## config.mk

```make
export PLATFORM = sky130hd
export DESIGN_NAME = pingpong_counter_param
export DESIGN_NICKNAME = d
export VERILOG_FILES = /design/src/rtl/pingpong_counter_param.sv
export SDC_FILE = /design/constraint.sdc
export NUM_CORES = 1
export LEC_CHECK = 0
export BUFFER_PORTS_ARGS = -buffer_cell sky130_fd_sc_hd__buf_4
export CAP_MARGIN = 15
export CORE_AREA = 2 2 92 85
export DETAILED_ROUTE_END_ITERATION = 10
export DIE_AREA = 0 0 94 87
export GPL_ROUTABILITY_DRIVEN = 0
export PLACE_DENSITY_LB_ADDON = 0.12
export RECOVER_POWER = 50
export SLEW_MARGIN = 20
export SYNTH_ARGS = -nofsm -noshare
export SYNTH_HDL_FRONTEND = slang
export SYNTH_SLANG_ARGS = --single-unit
```

## constraint.sdc

```tcl
create_clock -name clk -period 9.1 [get_ports clk]
set_input_delay 0.455 -clock clk [delete_from_list [all_inputs] [get_ports clk]]
set_output_delay 0.455 -clock clk [all_outputs]
set_load 0.02 [all_outputs]
```

## src/rtl/pingpong_counter_param.sv

```systemverilog
`default_nettype none
// ============================================================================
//  Module   : pingpong_counter_param
//  Purpose  : Parametrised bounded counter with three count modes:
//             ping-pong, wrap-up and wrap-down. It adds runtime bounds,
//             a programmable step, synchronous load, a direction flip
//             and a one-cycle pulse on every reversal or wrap.
//  Revision : 1.0 - initial release
// ----------------------------------------------------------------------------
//  Ports
//    clk          in   1      rising-edge clock
//    rst_n        in   1      asynchronous active-low reset
//    enable_i     in   1      count enable (low = hold)
//    mode_i       in   2      0 ping-pong, 1 wrap-up, 2 wrap-down, 3 freeze
//    lo_i         in   WIDTH  lower bound (inclusive)
//    hi_i         in   WIDTH  upper bound (inclusive)
//    step_i       in   WIDTH  increment per enabled cycle
//    flip_i       in   1      invert direction this cycle (ping-pong only)
//    load_i       in   1      synchronous load request
//    load_val_i   in   WIDTH  value to load (clamped to [lo,hi])
//    out_o        out  WIDTH  registered count
//    direction_o  out  1      registered, 0 = last move up, 1 = last move down
//    bound_evt_o  out  1      registered one-cycle pulse on reversal or wrap
//    cfg_err_o    out  1      combinational, high while lo > hi
// ============================================================================
module pingpong_counter_param #(
  parameter int              WIDTH   = 4,
  parameter logic [WIDTH-1:0] RST_VAL = '0
) (
  input  logic             clk,
  input  logic             rst_n,
  input  logic             enable_i,
  input  logic [1:0]       mode_i,
  input  logic [WIDTH-1:0] lo_i,
  input  logic [WIDTH-1:0] hi_i,
  input  logic [WIDTH-1:0] step_i,
  input  logic             flip_i,
  input  logic             load_i,
  input  logic [WIDTH-1:0] load_val_i,
  output logic [WIDTH-1:0] out_o,
  output logic             direction_o,
  output logic             bound_evt_o,
  output logic             cfg_err_o
);

  localparam logic [1:0] MODE_PINGPONG = 2'd0;
  localparam logic [1:0] MODE_WRAPUP   = 2'd1;
  localparam logic [1:0] MODE_WRAPDN   = 2'd2;
  localparam logic [1:0] MODE_FREEZE   = 2'd3;

  localparam logic DIR_UP   = 1'b0;
  localparam logic DIR_DOWN = 1'b1;

  logic [WIDTH-1:0] out_q, out_d;
  logic             dir_q, dir_d;
  logic             evt_q, evt_d;

  // All arithmetic is carried one bit wider so that sums above 2^WIDTH-1
  // and differences below zero are visible and never wrap silently.
  logic [WIDTH:0] out_x, lo_x, hi_x, step_x, lv_x;
  logic [WIDTH:0] up_sum;     // out + step
  logic [WIDTH:0] dn_diff;    // out - step (valid only when out >= step)
  logic [WIDTH:0] lo_plus;    // lo + step
  logic [WIDTH:0] hi_minus;   // hi - step (valid only when hi >= step)
  logic           dn_ok;      // out - step does not underflow
  logic           hi_m_ok;    // hi - step does not underflow
  logic           eff_dir;    // ping-pong direction after flip

  assign out_x  = {1'b0, out_q};
  assign lo_x   = {1'b0, lo_i};
  assign hi_x   = {1'b0, hi_i};
  assign step_x = {1'b0, step_i};
  assign lv_x   = {1'b0, load_val_i};

  assign up_sum   = out_x + step_x;
  assign dn_diff  = out_x - step_x;
  assign lo_plus  = lo_x + step_x;
  assign hi_minus = hi_x - step_x;
  assign dn_ok    = (out_x >= step_x);
  assign hi_m_ok  = (hi_x >= step_x);
  assign eff_dir  = dir_q ^ flip_i;

  assign cfg_err_o = (lo_i > hi_i);

  always_comb begin
    out_d = out_q;
    dir_d = dir_q;
    evt_d = 1'b0;

    if (cfg_err_o) begin
      // Inconsistent bounds: freeze everything, including loads.
    end else if (load_i) begin
      if (lv_x < lo_x) begin
        out_d = lo_i;
      end else if (lv_x > hi_x) begin
        out_d = hi_i;
      end else begin
        out_d = load_val_i;
      end
    end else if (!enable_i || (mode_i == MODE_FREEZE)) begin
      // Hold.
    end else if (out_x < lo_x) begin
      // Bounds moved past the current value: pull back in, no step.
      out_d = lo_i;
      dir_d = DIR_UP;
    end else if (out_x > hi_x) begin
      out_d = hi_i;
      dir_d = DIR_DOWN;
    end else if (step_i == '0) begin
      // Zero step is a hold in every mode.
    end else begin
      case (mode_i)
        MODE_PINGPONG: begin
          if (eff_dir == DIR_UP) begin
            if (out_q == hi_i) begin
              // Reverse at the top; land no lower than lo.
              out_d = (hi_m_ok && (hi_minus >= lo_x)) ? hi_minus[WIDTH-1:0] : lo_i;
              dir_d = DIR_DOWN;
              evt_d = 1'b1;
            end else begin
              // Saturate on the approach so hi itself is visited.
              out_d = (up_sum > hi_x) ? hi_i : up_sum[WIDTH-1:0];
              dir_d = DIR_UP;
            end
          end else begin
            if (out_q == lo_i) begin
              out_d = (lo_plus > hi_x) ? hi_i : lo_plus[WIDTH-1:0];
              dir_d = DIR_UP;
              evt_d = 1'b1;
            end else begin
              out_d = (dn_ok && (dn_diff >= lo_x)) ? dn_diff[WIDTH-1:0] : lo_i;
              dir_d = DIR_DOWN;
            end
          end
        end
        MODE_WRAPUP: begin
          dir_d = DIR_UP;
          if (up_sum > hi_x) begin
            out_d = lo_i;
            evt_d = 1'b1;
          end else begin
            out_d = up_sum[WIDTH-1:0];
          end
        end
        MODE_WRAPDN: begin
          dir_d = DIR_DOWN;
          // out < lo + step also covers out < step, so dn_diff is safe below.
          if (out_x < lo_plus) begin
            out_d = hi_i;
            evt_d = 1'b1;
          end else begin
            out_d = dn_diff[WIDTH-1:0];
          end
        end
        default: begin
          // Freeze is handled above.
        end
      endcase
    end
  end

  always_ff @(posedge clk or negedge rst_n) begin
    if (!rst_n) begin
      out_q <= RST_VAL;
      dir_q <= DIR_UP;
      evt_q <= 1'b0;
    end else begin
      out_q <= out_d;
      dir_q <= dir_d;
      evt_q <= evt_d;
    end
  end

  assign out_o       = out_q;
  assign direction_o = dir_q;
  assign bound_evt_o = evt_q;

endmodule
`default_nettype wire

```

==> reports/metrics.cfg <==
[global_route]
grt_max_degree = 15
grt_usage = 0.207
antenna_found_initial = 0
gr-total-overflow = 0
grt_pass1_wl_microns = 13200
grt_pass1_vias = 2436

[setup_path]
path_delay_family = compound AO/OA/AOI/OAI gates
arrival_ns = 3.80
r2r_start = out_o[0]
r2r-end = out_o[3]
cp_slowest_cell = dfrtp_1
r2r_slack_ns = 5.39
crit_fanout = 14
cp-start-kind = flip-flop
cp_common_cell = ha_1
crit_chain = ha_1 -> inv_1 -> fa_1 -> xor2_1 -> ha_1 -> and3b_1 -> a2111oi_2 -> o21ai_2 -> mux2_4 -> a22oi_2 -> a21oi_1 -> o31ai_1 -> a31oi_1
crit_type = flip-flop to flip-flop
max_stage_delay_ns = 0.50
worstPathRequired_ns = 9.19
path_buf_inv = 1
critPathCaptureType = flip-flop
rr_worst_depth = 13

[clock_tree]
clk_latency_ns = 0.23
cts_buffer_depth = 2
htreeDepth = 1
cts_resized = 0
postCtsHoldBufs = 0
clockRootBuffer = clkbuf_8
cts.sinks = 6
numCtsBuffers = 3
cts_tree = done
path_clk_slew_ns = 0.04
postCtsSetupRepairBufs = 0

[logic_synthesis]
yosysTopAreaCellShare = 0.302
synth_ff_type = dfrtp_1
ys_top_cells_by_area = ha_1 30%, dfrtp_1 6.1%, inv_1 4.4%, nor2_1 4.4%, mux2i_1 4.1%
synthArstFlopShare = 1.00
ys_seq_area_frac = 0.0613
synth_seq_cells = 6
synthCells = 306
synth_cell_types = 55
synth_edf_count = 0
yosysTopAreaCell = ha_1
syn-cell-area_sq_um = 2450
syn_nets = 392
yosys_warnings = 0
avgSynthCellArea_sq_um = 8.00

[place]
hpwlAfterDp_microns = 6490
placed_cell_area_sq_um = 2770
dp.cells = 427
port_buffers = 29
post-place-ws_ns = 5.33

[final_layout]
mostFrequentLayoutCells = 59 x ha_1, 29 x inv_1, 29 x nor2_1
fin_util = 0.382
area_delta_synth_final_pct = 14.1
nets = 422
final_common_cell = ha_1
ff_latch_area_sq_um = 150
drive_gt1_frac = 0.126
fin_cells = 430
num_antenna_cells = 0
final_area_sq_um = 2790
fillers = 788
multi_input_area_sq_um = 2170

[sta]
setup_slack_ns = 5.39
rsz0062_at_grt = false
min_period_ns = 3.71
period_share = 0.407
drv_slew = 0
fin_tns_setup_ns = 0
slew_headroom = 0.455
worst_slew_pin_slew_ns = 0.810
clock_skew_ns = 0.00262
hold_viol = 0
fin_hold_ws_ns = 0.119
fmax_mhz = 270
setup_viol = 0

[floorplanning]
die_w_microns = 94
dieArea_sq_um = 8180
ios = 30
dieHeight_microns = 87
rows = 30
initial_core_util = 0.334
core_area_sq_um = 7320

[drt]
drc = 0
ant_nets = 0
via_per_inst = 5.58
drtIter0Drc = 233
wirelength_microns = 8050
vias = 2398
avgRoutedWirePerCell_microns = 18.7
firstDrtPassIters = 4

[power_and_ir_drop]
leakage_nw = 1.29
vdd_ir_drop_max_uv = 51.5
power.total_uw = 704
cellPowerDensity_nw_per_um2 = 252

[job]
cap_viol_max_count = 0

[status]
status = finished, final reports clean

[hold_path]
hp-class = input port to async pin

==> cells in the mapped netlist, types with 2 or more instances <==
cell type	count
nor4_1	2
fa_1	4
nand2_1	21
nor3_1	6
and4_1	3
dfrtp_1	6
ha_1	59
o21a_1	2
nand2b_1	8
a211oi_1	11
o31ai_1	2
o21ai_0	14
nor2b_1	5
mux2_2	5
nand4_1	4
o21ai_1	3
inv_1	29
a31oi_1	7
nor2_1	29
mux2i_1	10
o211ai_1	7
a21oi_1	19
xnor2_1	6
a21oi_2	2
a21o_1	3
xor2_1	4
a41oi_1	3
o41ai_1	2
o21bai_1	3
buf_2	2
==> area by class of cell <==
cell class,count,share of cell area
Timing Repair Buffer,29,0.0726
Sequential cell,6,0.0538
Tap cell,96,0.0430
Multi-Input combinational cell,267,0.777
Clock buffer,3,0.0148
Inverter,29,0.0390
==> cells by family after synthesis <==
| group | share of synthesized area |
|---|---|
| xor+xnor | 0.0358 |
| mux | 0.0700 |
| compound gates | 0.275 |
| flops | 0.0613 |
| buf+inv | 0.0521 |
| fa+ha+maj | 0.334 |
| simple gates | 0.172 |
==> routing by layer <==
| layer | global-route usage | vias up | routed length, microns |
|---|---|---|---|
| met1 | 0.296 | 1116 | 3990 |
| met5 | 0 | - | 0 |
| met2 | 0.341 | 68 | 3620 |
| met3 | 0.0234 | 8 | 378 |
| li1 | - | 1206 | - |
| met4 | 0.0303 | 0 | 70 |
==> report_power, final <==
group	internal, mW	total (mW)	switching [mW]
Combinational	0.241	0.593	0.352
Sequential	0.0377	0.0697	0.0320
Clock	0.0285	0.0412	0.0127
==> registers in the layout, indices dropped and copies added (netlist names) <==
signal / count
bound_evt_o: 1
out_o: 4
direction_o: 1
==> worst max path at each step <==
| stage | from | endpoint | slack (ns) | cells after the start |
|---|---|---|---|---|
| floorplan | out_o[0] | out_o[3] | 5.86 | 13 |
| global placement | step_i[1] | out_o[3] | 5.35 | 13 |
| detailed placement | step_i[1] | out_o[3] | 5.33 | 13 |
| CTS | out_o[0] | out_o[3] | 5.39 | 13 |
| global route | out_o[1] | out_o[3] | 5.09 | 12 |
| finish | out_o[0] | out_o[3] | 5.39 | 13 |
No activity file was read; power rests on OpenSTA's default activity.
